**src/rtl/move_seq_pkg.sv**
```systemverilog
// Shared types and constants for the move sequencer.
// Define MOVE_SEQ_FAST_SIM_EN to use coarse ramp steps for short simulations.
package move_seq_pkg;

    typedef enum logic [2:0] {
        IDLE,
        TURN,
        RAMP_UP,
        CRUISE,
        RAMP_DN,
        DONE
    } state_t;

    localparam logic [9:0]  FRWRD_MAX    = 10'h120;
    localparam logic [9:0]  FRWRD_INC    = 10'h008;
    localparam logic [11:0] HDG_TOL      = 12'h02C;
    localparam logic [5:0]  LINES_PER_SQ = 6'd2;

`ifdef MOVE_SEQ_FAST_SIM_EN
    localparam logic [9:0] RAMP_UP_STEP = 10'(4 * FRWRD_INC);
    localparam logic [9:0] RAMP_DN_STEP = 10'(8 * FRWRD_INC);
`else
    localparam logic [9:0] RAMP_UP_STEP = FRWRD_INC;
    localparam logic [9:0] RAMP_DN_STEP = 10'(2 * FRWRD_INC);
`endif

endpackage

```
**src/rtl/move_seq_if.sv**
```systemverilog
// Command, sensor and PID-facing signals of the move sequencer.
interface move_seq_if;
    logic        cmd_vld;
    logic [11:0] cmd_hdg;
    logic [3:0]  cmd_sqrs;
    logic [11:0] heading;
    logic        heading_rdy;
    logic        cntrIR;
    logic        cmd_rdy;
    logic        moving;
    logic        err_vld;
    logic [11:0] error;
    logic [9:0]  frwrd;
    logic        mv_done;

    modport master (
        output cmd_vld, cmd_hdg, cmd_sqrs, heading, heading_rdy, cntrIR,
        input  cmd_rdy, moving, err_vld, error, frwrd, mv_done
    );

    modport slave (
        input  cmd_vld, cmd_hdg, cmd_sqrs, heading, heading_rdy, cntrIR,
        output cmd_rdy, moving, err_vld, error, frwrd, mv_done
    );
endinterface

```
**src/rtl/move_seq_frwrd_ramp.sv**
```systemverilog
// Saturating forward-speed accumulator: clamps at MAX going up, floors at 0 going down.
module frwrd_ramp
    import move_seq_pkg::*;
#(
    parameter logic [9:0] UP_STEP = RAMP_UP_STEP,
    parameter logic [9:0] DN_STEP = RAMP_DN_STEP,
    parameter logic [9:0] MAX     = FRWRD_MAX
) (
    input  logic       clk,
    input  logic       rst,
    input  logic       clr_i,
    input  logic       inc_i,
    input  logic       dec_i,
    output logic [9:0] frwrd_o
);
    logic [9:0]  frwrd_q, frwrd_d;
    logic [10:0] sum;

    always_comb begin
        sum     = {1'b0, frwrd_q} + {1'b0, UP_STEP};
        frwrd_d = frwrd_q;
        if (clr_i)
            frwrd_d = '0;
        else if (inc_i)
            frwrd_d = (sum > {1'b0, MAX}) ? MAX : sum[9:0];
        else if (dec_i)
            frwrd_d = (frwrd_q < DN_STEP) ? '0 : frwrd_q - DN_STEP;
    end

    always_ff @(posedge clk) begin
        if (rst) frwrd_q <= '0;
        else     frwrd_q <= frwrd_d;
    end

    assign frwrd_o = frwrd_q;
endmodule

```
**src/rtl/move_seq.sv**
```systemverilog
// Move sequencer: turn to heading, ramp up, count centre lines, ramp down, report done.
// Ramp step sizes follow MOVE_SEQ_FAST_SIM_EN via move_seq_pkg.
module move_seq
    import move_seq_pkg::*;
(
    input  logic      clk,
    input  logic      rst,
    move_seq_if.slave bus
);
    state_t      state_q, state_d;
    logic [11:0] dsrd_hdg_q;
    logic [3:0]  sqrs_q;
    logic [5:0]  line_cnt_q, line_cnt_d;
    logic        cntr_ir_prev_q;
    logic [11:0] error_q;
    logic        err_vld_q;
    logic [9:0]  frwrd;

    logic accept, busy, counting, line_edge, lines_done, aligned;
    logic ramp_inc, ramp_dec, ramp_clr;

    assign accept    = bus.cmd_vld && (state_q == IDLE);
    assign busy      = (state_q != IDLE);
    assign counting  = (state_q == RAMP_UP) || (state_q == CRUISE);
    assign line_edge = bus.cntrIR && !cntr_ir_prev_q;

    // Target comparison uses the count including this cycle's edge.
    assign line_cnt_d = accept                  ? 6'd0 :
                        (counting && line_edge) ? line_cnt_q + 6'd1 :
                                                  line_cnt_q;
    assign lines_done = (line_cnt_d == {2'b00, sqrs_q} * LINES_PER_SQ);

    assign aligned = err_vld_q &&
                     ($signed(error_q) <  $signed(HDG_TOL)) &&
                     ($signed(error_q) > -$signed(HDG_TOL));

    assign ramp_inc = bus.heading_rdy && (state_q == RAMP_UP);
    assign ramp_dec = bus.heading_rdy && (state_q == RAMP_DN);
    assign ramp_clr = (state_q == IDLE);

    always_comb begin
        state_d = state_q;
        unique case (state_q)
            IDLE:    if (bus.cmd_vld) state_d = TURN;
            TURN:    if (aligned) state_d = (sqrs_q == 4'd0) ? DONE : RAMP_UP;
            RAMP_UP: begin
                if (lines_done)               state_d = RAMP_DN;
                else if (frwrd == FRWRD_MAX)  state_d = CRUISE;
            end
            CRUISE:  if (lines_done) state_d = RAMP_DN;
            RAMP_DN: if (frwrd == 10'd0) state_d = DONE;
            DONE:    state_d = IDLE;
            default: state_d = IDLE;
        endcase
    end

    always_ff @(posedge clk) begin
        if (rst) begin
            state_q        <= IDLE;
            dsrd_hdg_q     <= '0;
            sqrs_q         <= '0;
            line_cnt_q     <= '0;
            cntr_ir_prev_q <= 1'b0;
            error_q        <= '0;
            err_vld_q      <= 1'b0;
        end else begin
            state_q        <= state_d;
            line_cnt_q     <= line_cnt_d;
            cntr_ir_prev_q <= bus.cntrIR;
            err_vld_q      <= bus.heading_rdy && busy;
            if (accept) begin
                dsrd_hdg_q <= bus.cmd_hdg;
                sqrs_q     <= bus.cmd_sqrs;
            end
            if (bus.heading_rdy && busy)
                error_q <= bus.heading - dsrd_hdg_q;
        end
    end

    frwrd_ramp u_ramp (
        .clk    (clk),
        .rst    (rst),
        .clr_i  (ramp_clr),
        .inc_i  (ramp_inc),
        .dec_i  (ramp_dec),
        .frwrd_o(frwrd)
    );

    assign bus.cmd_rdy = (state_q == IDLE);
    assign bus.moving  = busy && (state_q != DONE);
    assign bus.mv_done = (state_q == DONE);
    assign bus.err_vld = err_vld_q;
    assign bus.error   = error_q;
    assign bus.frwrd   = frwrd;
endmodule

```
**src/flat_wrapper.sv**
```systemverilog
// flat-port wrapper written by rule: the top's interface ports become plain ports
module move_seq_flat import move_seq_pkg::*;
  (clk, rst, bus_cmd_vld, bus_cmd_hdg, bus_cmd_sqrs, bus_heading, bus_heading_rdy, bus_cntrIR, bus_cmd_rdy, bus_moving, bus_err_vld, bus_error, bus_frwrd, bus_mv_done);
  move_seq_if bus_i ();
  input  logic clk;
  input  logic rst;
  input wire logic [$bits(bus_i.cmd_vld)-1:0] bus_cmd_vld;
  input wire logic [$bits(bus_i.cmd_hdg)-1:0] bus_cmd_hdg;
  input wire logic [$bits(bus_i.cmd_sqrs)-1:0] bus_cmd_sqrs;
  input wire logic [$bits(bus_i.heading)-1:0] bus_heading;
  input wire logic [$bits(bus_i.heading_rdy)-1:0] bus_heading_rdy;
  input wire logic [$bits(bus_i.cntrIR)-1:0] bus_cntrIR;
  output wire logic [$bits(bus_i.cmd_rdy)-1:0] bus_cmd_rdy;
  output wire logic [$bits(bus_i.moving)-1:0] bus_moving;
  output wire logic [$bits(bus_i.err_vld)-1:0] bus_err_vld;
  output wire logic [$bits(bus_i.error)-1:0] bus_error;
  output wire logic [$bits(bus_i.frwrd)-1:0] bus_frwrd;
  output wire logic [$bits(bus_i.mv_done)-1:0] bus_mv_done;
  assign bus_i.cmd_vld = bus_cmd_vld;
  assign bus_i.cmd_hdg = bus_cmd_hdg;
  assign bus_i.cmd_sqrs = bus_cmd_sqrs;
  assign bus_i.heading = bus_heading;
  assign bus_i.heading_rdy = bus_heading_rdy;
  assign bus_i.cntrIR = bus_cntrIR;
  assign bus_cmd_rdy = bus_i.cmd_rdy;
  assign bus_moving = bus_i.moving;
  assign bus_err_vld = bus_i.err_vld;
  assign bus_error = bus_i.error;
  assign bus_frwrd = bus_i.frwrd;
  assign bus_mv_done = bus_i.mv_done;
  move_seq u_core (.clk(clk), .rst(rst), .bus(bus_i));
endmodule
```
**config.mk**
```make
export PLATFORM = sky130hd
export DESIGN_NAME = move_seq_flat
export DESIGN_NICKNAME = d
export VERILOG_FILES = /design/src/rtl/move_seq_pkg.sv /design/src/rtl/move_seq_if.sv /design/src/rtl/move_seq_frwrd_ramp.sv /design/src/rtl/move_seq.sv /design/src/flat_wrapper.sv
export SDC_FILE = /design/constraint.sdc
export NUM_CORES = 1
export LEC_CHECK = 0
export CORE_UTILIZATION = 45
export CTS_CLUSTER_DIAMETER = 150
export DETAILED_ROUTE_END_ITERATION = 6
export PLACE_DENSITY = 0.74
export SETUP_SLACK_MARGIN = 0.05
export SLEW_MARGIN = 10
export SYNTH_ARGS = -nofsm -noshare
export SYNTH_HDL_FRONTEND = slang
export SYNTH_HIERARCHICAL = 1
export SYNTH_SLANG_ARGS = --single-unit
```
**constraint.sdc**
```tcl
create_clock -name clk -period 2.47 [get_ports clk]
set_input_delay 0.494 -clock clk [delete_from_list [all_inputs] [get_ports clk]]
set_output_delay 0.494 -clock clk [all_outputs]
set_load 0.1 [all_outputs]
```
Word level (Yosys, flattened, before mapping)
Index checks and enable logic that the tools add are counted.
{ "word_totals": {"reg_bits": 49, "inputBits": 33, "out_inout_bits": 26, "wordCells": 61} }
{ "op_classes": {"add_sub_neg": 4, "magnitude_cmp": 4, "n_eq_ne": 13, "muxes": 14, "n_reduce_logical": 18} }
{ "op_table": {"columns": ["cell", "count"], "rows": [
  ["10-bit 2-to-1 mux", 4],
  ["3-bit 2-to-1 mux", 7],
  ["3-bit one-hot mux with 5 select lines", 1],
  ["12-bit by 7-bit greater-than comparator with 1-bit output, second input constant", 1],
  ["12-bit by 7-bit < comparator with 1-bit output, second input constant", 1],
  ["6-bit 2-to-1 mux", 2],
  ["12-bit subtractor", 1],
  ["10-bit by 4-bit adder with 11-bit output, second input constant", 1],
  ["11-bit by 9-bit greater-than comparator with 1-bit output, second input constant", 1],
  ["10-bit by 9-bit == test with 1-bit output, second input constant", 1],
  ["10-bit logical NOT", 1],
  ["10-bit by 5-bit < comparator with 1-bit output, second input constant", 1],
  ["10-bit by 5-bit subtractor with 10-bit output, second input constant", 1],
  ["1-bit logical AND", 9],
  ["6-bit by 1-bit adder with 6-bit output, second input constant", 1],
  ["3-bit by 2-bit == test with 1-bit output, second input constant", 2],
  ["3-bit == test, second input constant", 2],
  ["6-bit by 5-bit == test with 1-bit output", 1],
  ["5-bit AND reduction", 1],
  ["4-bit logical NOT", 1],
  ["2-bit by 1-bit inequality test with 1-bit output, second input constant", 2],
  ["2-bit inequality test, second input constant", 2],
  ["3-bit by 1-bit == test with 1-bit output, second input constant", 1],
  ["3-bit logical NOT", 1],
  ["other kinds (7)", 7]
]} }

Longest topological paths before layout
Gate-level depths: netlist of the first run.
{ "logic_depth": {"word_depth": 8, "mapped_depth": 10, "ltp_nobuf": 10} }

Modules after synthesis
The synthesis of the first run kept the hierarchy.
{ "modules_own_cells": {"columns": ["mod", "instances", "cells_each", "area_each_um2", "seq_area_each_um2"], "rows": [
  ["move_seq", 1, 308, 2364.8, 780.7],
  ["frwrd_ramp", 1, 74, 579.3, 140.1]
]} }

Worst setup path after synthesis of the first run
No wires, ideal clock.
{ "synth_path": {"kind": "reg2out", "from": "register u_core.state_q[2]", "to": "output port bus_moving", "t_arrival_ns": 4.221, "required_time_ns": 1.976, "setup_slack_ns": -2.245, "path_stages_with_launch": 4, "path_buffers": 1, "cell_sequence": "dfxtp_1 clkbuf_1 nor3_1 nor2_1"} }
{ "synth_between": {"elab_chain_cells": 2, "word_cells_on_any_way": 3, "classes_between": "1 x eq/ne; 2 x reduce/logical"} }
{ "synth_lines": {"columns": ["item", "line_no", "source"], "rows": [
  ["start, declared", "move_seq.sv:10", "state_t state_q, state_d;"],
  ["start signal, assigned", "move_seq.sv:67", "state_q <= state_d;"],
  ["3-bit inequality test / 3-bit nonzero test (equally long branches)", "move_seq.sv:90, move_seq.sv:23", null],
  ["1-bit logical AND *", "move_seq.sv:90", "assign bus.moving = busy && (state_q != DONE);"],
  ["end, declared", "flat_wrapper.sv:14", "output wire logic [$bits(bus_i.moving)-1:0] bus_moving;"]
]} }
Mark *: on every way between the ends. The rest lies on a longest branch, timed or not.

Worst setup path after layout of the first run
{ "layout_path": {"from": "input port bus_cmd_vld", "to": "register u_core.state_q[0]"} }
{ "layout_between": {"elab_chain_cells": 5, "word_cells_on_any_way": 9, "classes_between": "4 x eq/ne; 3 x mux; 2 x reduce/logical"} }
{ "layout_lines": {"columns": ["item", "line_no", "source"], "rows": [
  ["start, declared", "flat_wrapper.sv:7", "input wire logic [$bits(bus_i.cmd_vld)-1:0] bus_cmd_vld;"],
  ["1-bit logical AND", "move_seq.sv:22", "assign accept = bus.cmd_vld && (state_q == IDLE);"],
  ["6-bit 2-to-1 mux", "move_seq.sv:28", "assign line_cnt_d = accept ? 6'd0 :"],
  ["6-bit by 5-bit == test with 1-bit output", "move_seq.sv:31", "assign lines_done = (line_cnt_d == {2'b00, sqrs_q} * LINES_PER_SQ);"],
  ["3-bit by 2-bit inequality test with 1-bit output (no source line), or another cell as far along", null, null],
  ["5-bit AND reduction (no source line) / 3-bit one-hot mux with 5 select lines (equally long branches)", null, null]
]} }
Parallel ways exist; a longest one is shown, timed or not.
A chain may end at the register's enable or synchronous reset.

==> impl_metrics.toml, run 1 <==
[global_route]
use_met1_pct = 29.4
busiest_layer = "met2"
grt_pass1_vias = 2768
grt_util_met3_pct = 3.78
track_usage_pct = 22.0
grt_max_degree = 22
grt_first_pass_wirelength_um = 12600
antenna_found_initial = 0
use_met2_pct = 36.1
grt-ovfl-total = 0

[logic_synthesis]
synth-edff-count = 0
synth_cells = 382
synth_area_per_cell_sq_um = 7.71
seq_area_frac_synth_pct = 31.3
syn_area_sq_um = 2940
yosysWarningCount = 6
synth_flop_cell = "dfxtp_1"
synth.distinct_cells = 63
ys_ff_latch = 46
async_reset_ff_share_pct = 0

[setup_path]
path_class = "in -> reg"
worst-path-max-fanout = 4
r2r_slack_ns = 0.18
end_kind = "flop"
start_kind = "input pin"
cp_data_required_time_ns = 2.71
worst-endpoint-arrival_ns = 2.60

[power]
power.density_nw_per_um2 = 948
peakVddDrop_mv = 1.15
power_uw = 3760
leakage_uw = 0.00157

[timing]
setup_violations = 0
worst_pin_slew_ns = 0.649
min_period_ns = 2.37
final_max_slew_viol_count = 0
finalClockSkew_ns = 0.0133
grt_setup_unrepaired = "yes"
hold_ws_ns = 0.461
min_period_over_period_pct = 95.9
hold_viol_final = 0
relSlewSlack_pct = 56.2
fmax_mhz = 422

[cts]
cts_tree = "yes"
cts_inserted_buffers = 5
clk_path_buf_depth = 2
cts.sinks = 46
h-tree-depth = 2
root_buffer = "clkbuf_8"
path_clk_slew_ns = 0.10
clock_latency_ns = 0.31

[floorplanning]
start_util_pct = 46.4
io_pins = 59
coreArea_sq_um = 6350
num_rows = 29
fp.dieH_um = 82.9
die_area_sq_um = 6870
die_x_um = 82.9

[finish]
multi_input_area_sq_um = 1920
drive_gt1_share_pct = 21.7
final_cell_mix = "56 x buf_4, 55 x nand2_1, 37 x a21oi_1"
fill_cells = 579
antenna_cells = 0
final_common_cell = "buf_4"
final_nets = 509
fin_area_sq_um = 3970
syn2layout_area_growth_pct = 34.8
seq_area_sq_um = 940
postLayoutCoreUtil_pct = 62.5

[worst_hold_path]
min_path_type = "reg -> reg"

[flow_run]
drv_cap = 0

[routing]
via_count = 2945
first_pass_iters = 4
drt-initial-drc-count = 133
drc_errors = 0
via_per_inst = 5.47
drt_wl_total_um = 7520
final_antenna_net_count = 0
wire_per_inst_um = 14.0

[placed_design]
place_hpwl_um = 5460
gp_congestion = 0.911
dpl_cell_area_sq_um = 3720
io_buffers = 55

[status]
status = "complete, no violations"
-- cell usage after synthesis (all sizes together) (4+ instances only) --
cell type  instances  area [sq um]
inv               24          90.1
a21boi             6          45.0
o21a               8          60.1
dfxtp             46           921
ha                15           188
nor2              21          78.8
xor2               5          43.8
a31oi              4          25.0
nand2             55           206
nand3b             4          30.0
nor2b              8          50.1
xnor2              8          70.1
o31ai              4          30.0
o21ai             13          65.1
o211ai             5          37.5
nor3              19          95.1
nor4b              5          43.8
buf                9          52.6
nand3             10          55.1
nor4               8          50.1
and3               4          30.0
nand2b             5          31.3
a21oi             37           185
clkbuf            13          48.8
-- final timing paths --
check,start,end,depth (start not counted)
setup / recovery,bus_cmd_vld,u_core/state_q[0]$_SDFFE_PP0P_,8
hold / removal,u_core/dsrd_hdg_q[7]$_SDFFE_PP0P_,u_core/dsrd_hdg_q[7]$_SDFFE_PP0P_,2
setup reg to reg,u_core/line_cnt_q[0]$_SDFF_PP0_,u_core/state_q[0]$_SDFFE_PP0P_,7
hold reg to reg,u_core/dsrd_hdg_q[7]$_SDFFE_PP0P_,u_core/dsrd_hdg_q[7]$_SDFFE_PP0P_,2
-- report_power, final --
group | leakage [uW] | switching (uW) | internal, uW
logic | 0.00113 | 1400 | 772
clock network | 0.0000504 | 278 | 301
registers | 0.000382 | 129 | 885
total | 0.00157 | 1810 | 1960
-- metal layers --
layer | vias up | wire (um)
li1 | 1518 | -
met1 | 1336 | 3590
met2 | 78 | 3510
met3 | 13 | 304
met4 | 0 | 116
met5 | - | 0
-- final cells by class --
cell class / count / share of cell area [%]
sequential: 46 / 23.7
inverter: 24 / 2.27
multi-input combinational: 292 / 48.5
tap: 77 / 2.43
clock inverter: 3 / 1.13
timing repair buffer: 91 / 20.3
clock buffer: 5 / 1.73
-- registers in the layout, indices dropped and copies added (netlist names) --
| signal | flops |
|---|---|
| u_core/sqrs_q | 4 |
| u_core/line_cnt_q | 6 |
| u_core/cntr_ir_prev_q | 1 |
| u_core/bus.err_vld | 1 |
| u_core/dsrd_hdg_q | 12 |
| u_core/state_q | 3 |
| u_core/u_ramp/frwrd_o | 7 |
| u_core/bus.error | 12 |
-- cells by family after synthesis --
kind of cell | share of synthesized area [%]
XOR/XNOR | 3.87
AND/OR/NAND/NOR | 28.0
other | 0.127
adder cells (fa/ha/maj) | 7.05
flip-flops | 31.3
buffers and inverters | 6.50
multiplexers | 1.61
AO/OA/AOI/OAI | 21.5
-- stage by stage --
step | setup slack, ns | TNS [ns] | std cells
6_report | 0.102 | 0 | 538
5_1_grt | 0.0334 | 0 | 538
4_1_cts | 0.0448 | 0 | 537
3_5_place_dp | -0.446 | -2.81 | 521
3_3_place_gp | -0.418 | -2.47 | 521
2_1_floorplan | 0.0145 | 0 | 384
-- critical path, stage by stage --
cell and delay (ns):
clkdlybuf4s50_1 0.48, or4b_4 0.49, nand2_1 0.10, mux2_4 0.15
xnor2_1 0.05, or4_4 0.55, nand4b_1 0.20, o211ai_1 0.09
-- repair_timing --
| action | 4_1_cts | 5_1_grt |
|---|---|---|
| setup endpoints to repair | 6 | 9 |
| setup buffers | 8 | 1 |
| hold buffers | 0 | 0 |
| gates resized for setup | 7 | 13 |
| pin swaps | 11 | 8 |
(Power assumes the default switching activity.)
==> inputs of run 2 (changes only) <==
==> constraint.sdc (replaced) <==
create_clock -name clk -period 2.47 [get_ports clk]
set_input_delay 0.247 -clock clk [delete_from_list [all_inputs] [get_ports clk]]
set_output_delay 0.247 -clock clk [all_outputs]
set_load 0.1 [all_outputs]
==> run 2 against run 1 <==
Against the previous run: first-iteration DRC count grew 26%; non-clock buffer count is 12 lower; cell area down 5.4%; clock skew shrank 0.0095 ns; clock-buffer cell count grew 1; die area unchanged; wire length is 3.3% lower; sequential share of layout area grew 1.3 points; largest cell class unchanged; highest routed layer unchanged.
==> impl_metrics.toml, run 2 (same netlist as run 1, synthesis figures left out) <==
[finish]
antenna_cells = 0
drive_gt1_share_pct = 17.6
fin_cells = 525
fin_area_sq_um = 3760
syn2layout_area_growth_pct = 27.6
final_nets = 497
final_cell_mix = "55 x nand2_1, 47 x buf_4, 37 x a21oi_1"
postLayoutCoreUtil_pct = 59.2
final_common_cell = "nand2_1"
fill_cells = 598

[routing]
first_pass_iters = 4
topRoutingLayerUsed = "met4"
via_count = 2940
via_per_inst = 5.60
drt-met1-wl_um = 3440
drc_errors = 0
wl_met2_um = 3430
drt-initial-drc-count = 168
wl_met3_um = 338
wire_per_inst_um = 13.9
drt_wl_total_um = 7280
final_antenna_net_count = 0

[worst_hold_path]
min_path_type = "reg -> reg"
hold_path_depth = 2

[global_route]
grt_first_pass_wirelength_um = 12100
track_usage_pct = 21.1
grt-ovfl-total = 0
grt_max_degree = 22
antenna_found_initial = 0
grt_pass1_vias = 2631

[cts]
cts_inserted_buffers = 5
h-tree-depth = 2
root_buffer = "clkbuf_8"
clk_path_buf_depth = 2
cts.sinks = 46
cts_hold_buf = 0
path_clk_slew_ns = 0.08
clock_latency_ns = 0.30
cts_tree = "yes"

[power]
power_uw = 3480
power.density_nw_per_um2 = 927
leakage_uw = 0.00143
peakVddDrop_mv = 0.776

[setup_path]
worst-endpoint-arrival_ns = 2.48
cp_data_required_time_ns = 2.69
cp_slowest_stage_delay_ns = 0.54
worstPathCellList = "or4b_1 -> buf_4 -> buf_4 -> nand2_1 -> nor4_1 -> a211oi_1 -> or4_4 -> nand4b_1 -> o211ai_1"
cpMaxStageDelayCell = "or4_4"
ff2ff_path_depth = 9
start_kind = "flop"
worst-path-max-fanout = 5
critical_path.top_delay_family = "simple AND/OR/NAND/NOR gates"
path_class = "reg -> reg"
cp.buffers_inverters = 2
path_depth = 9
end_kind = "flop"
crit_top_cell = "buf_4"

[timing]
finalClockSkew_ns = 0.00380
relSlewSlack_pct = 55.0
hold_ws_ns = 0.459
hold_viol_final = 0
worst_pin_slew_ns = 0.667
final_max_slew_viol_count = 0
min_period_over_period_pct = 91.4
fmax_mhz = 443
grt_setup_unrepaired = "no"
setup_violations = 0
min_period_ns = 2.26

[placed_design]
place_hpwl_um = 5540
io_buffers = 55
placed_cells = 517
dpl_cell_area_sq_um = 3650
gp_congestion = 0.916

[status]
status = "complete, no violations"

[floorplanning]
start_util_pct = 46.4
io_pins = 59
die_x_um = 82.9
num_rows = 29
coreArea_sq_um = 6350
die_area_sq_um = 6870
fp.dieH_um = 82.9

[flow_run]
drv_cap = 0
[run 2: changes by cell type in the layout (fill, tap and decap cells not counted), moves of 2 or more]
cell / previous run / this run
buf_4: 56 / 47
clkdlybuf4s50_1: 27 / 32
dlymetal6s2s_1: 4 / 0
buf_12: 3 / 0
ha_1: 12 / 14
ha_4: 2 / 0
[run 2: repair_timing]
action,4_1_cts,5_1_grt
setup endpoints to repair,0,5
setup buffers,0,1
resized for setup,0,5
[run 2: cell type report]
| cell class | count | area (sq um) | area share, % |
|---|---|---|---|
| multi-input cells | 292 | 1880 | 50.0 |
| flip-flops and latches | 46 | 940 | 25.0 |
| repair buffers | 79 | 673 | 17.9 |
| well taps | 77 | 96.3 | 2.56 |
| inverters | 24 | 90.1 | 2.40 |
| clock buffers | 6 | 72.6 | 1.93 |
| clock inverters | 1 | 7.51 | 0.200 |
[run 2: final timing paths]
| path | startpoint | endpoint | slack, ns |
|---|---|---|---|
| min | u_core/dsrd_hdg_q[2]$_SDFFE_PP0P_ | u_core/dsrd_hdg_q[2]$_SDFFE_PP0P_ | 0.46 |
| max reg2reg | u_core/state_q[2]$_SDFFE_PP0P_ | u_core/state_q[0]$_SDFFE_PP0P_ | 0.21 |
| min reg2reg | u_core/dsrd_hdg_q[2]$_SDFFE_PP0P_ | u_core/dsrd_hdg_q[2]$_SDFFE_PP0P_ | 0.46 |
| max | u_core/state_q[2]$_SDFFE_PP0P_ | u_core/state_q[0]$_SDFFE_PP0P_ | 0.21 |
[run 2: through the flow]
| stage | setup TNS (ns) | worst slack, ns |
|---|---|---|
| after global placement | -0.570 | -0.161 |
| after global routing | 0 | 0.0562 |
| after floorplan | -0.0308 | -0.0308 |
| after detailed placement | -0.771 | -0.207 |
| after CTS | 0 | 0.100 |
| final | 0 | 0.212 |
[run 2: worst register-to-register path: cells and delay by family, from the launching register on]
family	cells	cell delay, ns
DFF	1	0.48
AOI/OAI and AO/OA	2	0.18
and+or+nand+nor	5	1.26
buffers and inverters	2	0.25
[run 2: where the power goes]
group / total (uW) / switching (uW) / internal (uW)
Clock: 450 / 256 / 195
Combinational: 2010 / 1360 / 653
Sequential: 1020 / 134 / 885
Total: 3480 / 1750 / 1730
[run 2: layer usage]
| layer | global-route usage (%) | vias to the layer above |
|---|---|---|
| met1 | 28.6 | 1356 |
| met2 | 34.4 | 79 |
| met5 | 0 | - |
| met3 | 3.88 | 7 |
| li1 | - | 1498 |
| met4 | 5.49 | 0 |
==> inputs of run 3 (changes only) <==
Settings changed: SLEW_MARGIN 10 to unset, SYNTH_HIERARCHICAL 1 to unset.
==> run 3 against run 2 <==
Against the previous run: area after synthesis grew 0.21%; sequential cell count is the same; synthesized cell count grew 1.0%; utilization shrank 1.5 points; sequential share of layout area grew 0.25 points; clock skew grew 0.0063 ns; critical path depth grew 2; clock-buffer cell count is the same; worst setup slack gained 0.0085 ns; fmax grew 0.38%.
==> impl_metrics.toml, run 3 <==
[status]
status = "complete, no violations"

[cts]
post_cts_buffers = 0
path_clk_slew_ns = 0.09
h-tree-depth = 2
root_buffer = "clkbuf_8"
cts_inserted_buffers = 5
cts_hold_buf = 0
clock_latency_ns = 0.30
cts_tree = "yes"
clk_path_buf_depth = 2
cts.sinks = 46

[logic_synthesis]
yosysWarningCount = 0
netlist_top_cells_area = "dfxtp_1 31%, ha_1 7.2%, nand2_1 7.1%"
ys_ff_latch = 46
synth.distinct_cells = 61
yosysTopAreaCell = "dfxtp_1"
yosysMostFrequentCell = "nand2_1"
ys_top_cells_by_count = "56 x nand2_1, 46 x dfxtp_1, 39 x a21oi_1"
seq_area_frac_synth_pct = 31.2
synth_area_per_cell_sq_um = 7.64
synth-edff-count = 0
synth_flop_cell = "dfxtp_1"
syn_area_sq_um = 2950
async_reset_ff_share_pct = 0
synth_cells = 386
yosysTopAreaCellShare_pct = 31.2

[floorplanning]
coreArea_sq_um = 6350
die_x_um = 83.0
fp.dieH_um = 83.0
io_pins = 59
num_rows = 29
die_area_sq_um = 6880
start_util_pct = 46.5

[routing]
wire_per_inst_um = 13.3
via_per_inst = 5.43
drt_wl_total_um = 6900
drc_errors = 0
final_antenna_net_count = 0
first_pass_iters = 4
via_count = 2812
drt-initial-drc-count = 145

[setup_path]
ff2ff_path_depth = 9
worst-endpoint-arrival_ns = 2.50
cp_data_required_time_ns = 2.72
path_class = "in -> reg"
start_kind = "input pin"
rr_endpoint = "u_core.bus.error[11]$_SDFFE_PP0P_"
worst-path-max-fanout = 2
r2r_slack_ns = 0.28
end_kind = "flop"
r2r_start = "u_core.dsrd_hdg_q[1]$_SDFFE_PP0N_"

[timing]
relSlewSlack_pct = 65.3
finalClockSkew_ns = 0.0101
hold_viol_final = 0
grt_setup_unrepaired = "no"
min_period_over_period_pct = 91.1
final_max_slew_viol_count = 0
hold_ws_ns = 0.460
worst_pin_slew_ns = 0.515
min_period_ns = 2.25
setup_violations = 0
fmax_mhz = 445
tns_ns = 0

[flow_run]
drv_cap = 0

[finish]
final_nets = 491
fin_area_sq_um = 3660
antenna_cells = 0
final_common_cell = "nand2_1"
fill_cells = 605
syn2layout_area_growth_pct = 24.0
fin_cells = 518
drive_gt1_share_pct = 12.7
final_cell_mix = "56 x nand2_1, 43 x dfxtp_1, 39 x a21oi_1"

[worst_hold_path]
hold_path_depth = 2
min_from = "u_core.dsrd_hdg_q[9]$_SDFFE_PP0N_"
hold_path_end = "u_core.dsrd_hdg_q[9]$_SDFFE_PP0N_"
min_path_type = "reg -> reg"

[global_route]
track_usage_pct = 20.8
grt_max_degree = 21
grt_pass1_vias = 2576
antenna_found_initial = 0
grt_first_pass_wirelength_um = 12100
grt-ovfl-total = 0

[power]
leakage_uw = 0.00141
power_uw = 1980
peakVddDrop_mv = 0.295
power.density_nw_per_um2 = 541

[placed_design]
place_hpwl_um = 5340
placed_cells = 510
io_buffers = 55
gp_congestion = 0.812
dpl_cell_area_sq_um = 3560
run 3: repair_timing:
| item | in CTS | in global routing |
|---|---|---|
| endpoints found under the setup margin | 0 | 1 |
| gates resized for setup | 0 | 0 |
| hold endpoints to repair | 0 | 0 |
run 3: cell families after synthesis:
| group | count (synthesis) | share of synthesized area (%) |
|---|---|---|
| buffers and inverters | 42 | 6.23 |
| muxes | 3 | 1.06 |
| adders and majority gates | 18 | 7.89 |
| AOI/OAI and AO/OA | 99 | 21.4 |
| and+or+nand+nor | 165 | 28.5 |
| xor gates and xnor gates | 12 | 3.56 |
| DFF | 46 | 31.2 |
| other | 1 | 0.127 |
run 3: how the worst max path moves through the flow:
stage                     slack [ns]                                end  cells after the start                               from
after floorplan                -0.03                         bus_moving                      3     u_core.state_q[2]$_SDFFE_PP0P_
after global placement         -0.03  u_core.bus.error[10]$_SDFFE_PP0P_                     11                     bus_heading[0]
after detailed placement        -0.1  u_core.bus.error[10]$_SDFFE_PP0P_                     11                     bus_heading[0]
after CTS                       0.21  u_core.bus.error[11]$_SDFFE_PP0P_                      9  u_core.dsrd_hdg_q[1]$_SDFFE_PP0N_
after global routing            0.08  u_core.bus.error[10]$_SDFFE_PP0P_                     11                     bus_heading[0]
final                           0.22  u_core.bus.error[10]$_SDFFE_PP0P_                     11                     bus_heading[0]
run 3: through the flow:
stage / setup WS (ns) / utilization (%)
2_1_floorplan: -0.0282 / -
3_3_place_gp: -0.0320 / 56.1
3_5_place_dp: -0.0979 / 56.1
4_1_cts: 0.209 / 57.6
5_1_grt: 0.0806 / 57.6
6_report: 0.221 / 57.6
run 3: per-layer routing:
layer | routed length [um] | vias up | track usage [%]
met5 | 0 | - | 0
met4 | 37 | 0 | 4.39
met3 | 210 | 4 | 3.48
met2 | 3190 | 64 | 32.9
met1 | 3460 | 1265 | 29.9
li1 | - | 1479 | -
run 3: power breakdown:
part           switching [uW]  internal, uW
Combinational             431           233
Clock                     262           225
Sequential               44.9           785
run 3: final cells by class:
cell class / instances / area (sq um) / share of cell area, %
multi-input cells: 300 / 1880 / 51.4
flip-flops and latches: 46 / 925 / 25.3
repair buffers: 68 / 591 / 16.1
well taps: 77 / 96.3 / 2.63
clock buffers: 6 / 82.6 / 2.26
inverters: 19 / 71.3 / 1.95
clock inverters: 2 / 12.5 / 0.342
run 3: worst max-delay path: stages:
cell	delay [ns]
clkdlybuf4s50_1	0.45
inv_1	0.04
ha_1	0.22
fa_1	0.39
nor2b_1	0.16
o21a_1	0.14
o21a_1	0.13
o211ai_1	0.10
a21o_1	0.19
a2111o_1	0.35
nand3_1	0.07
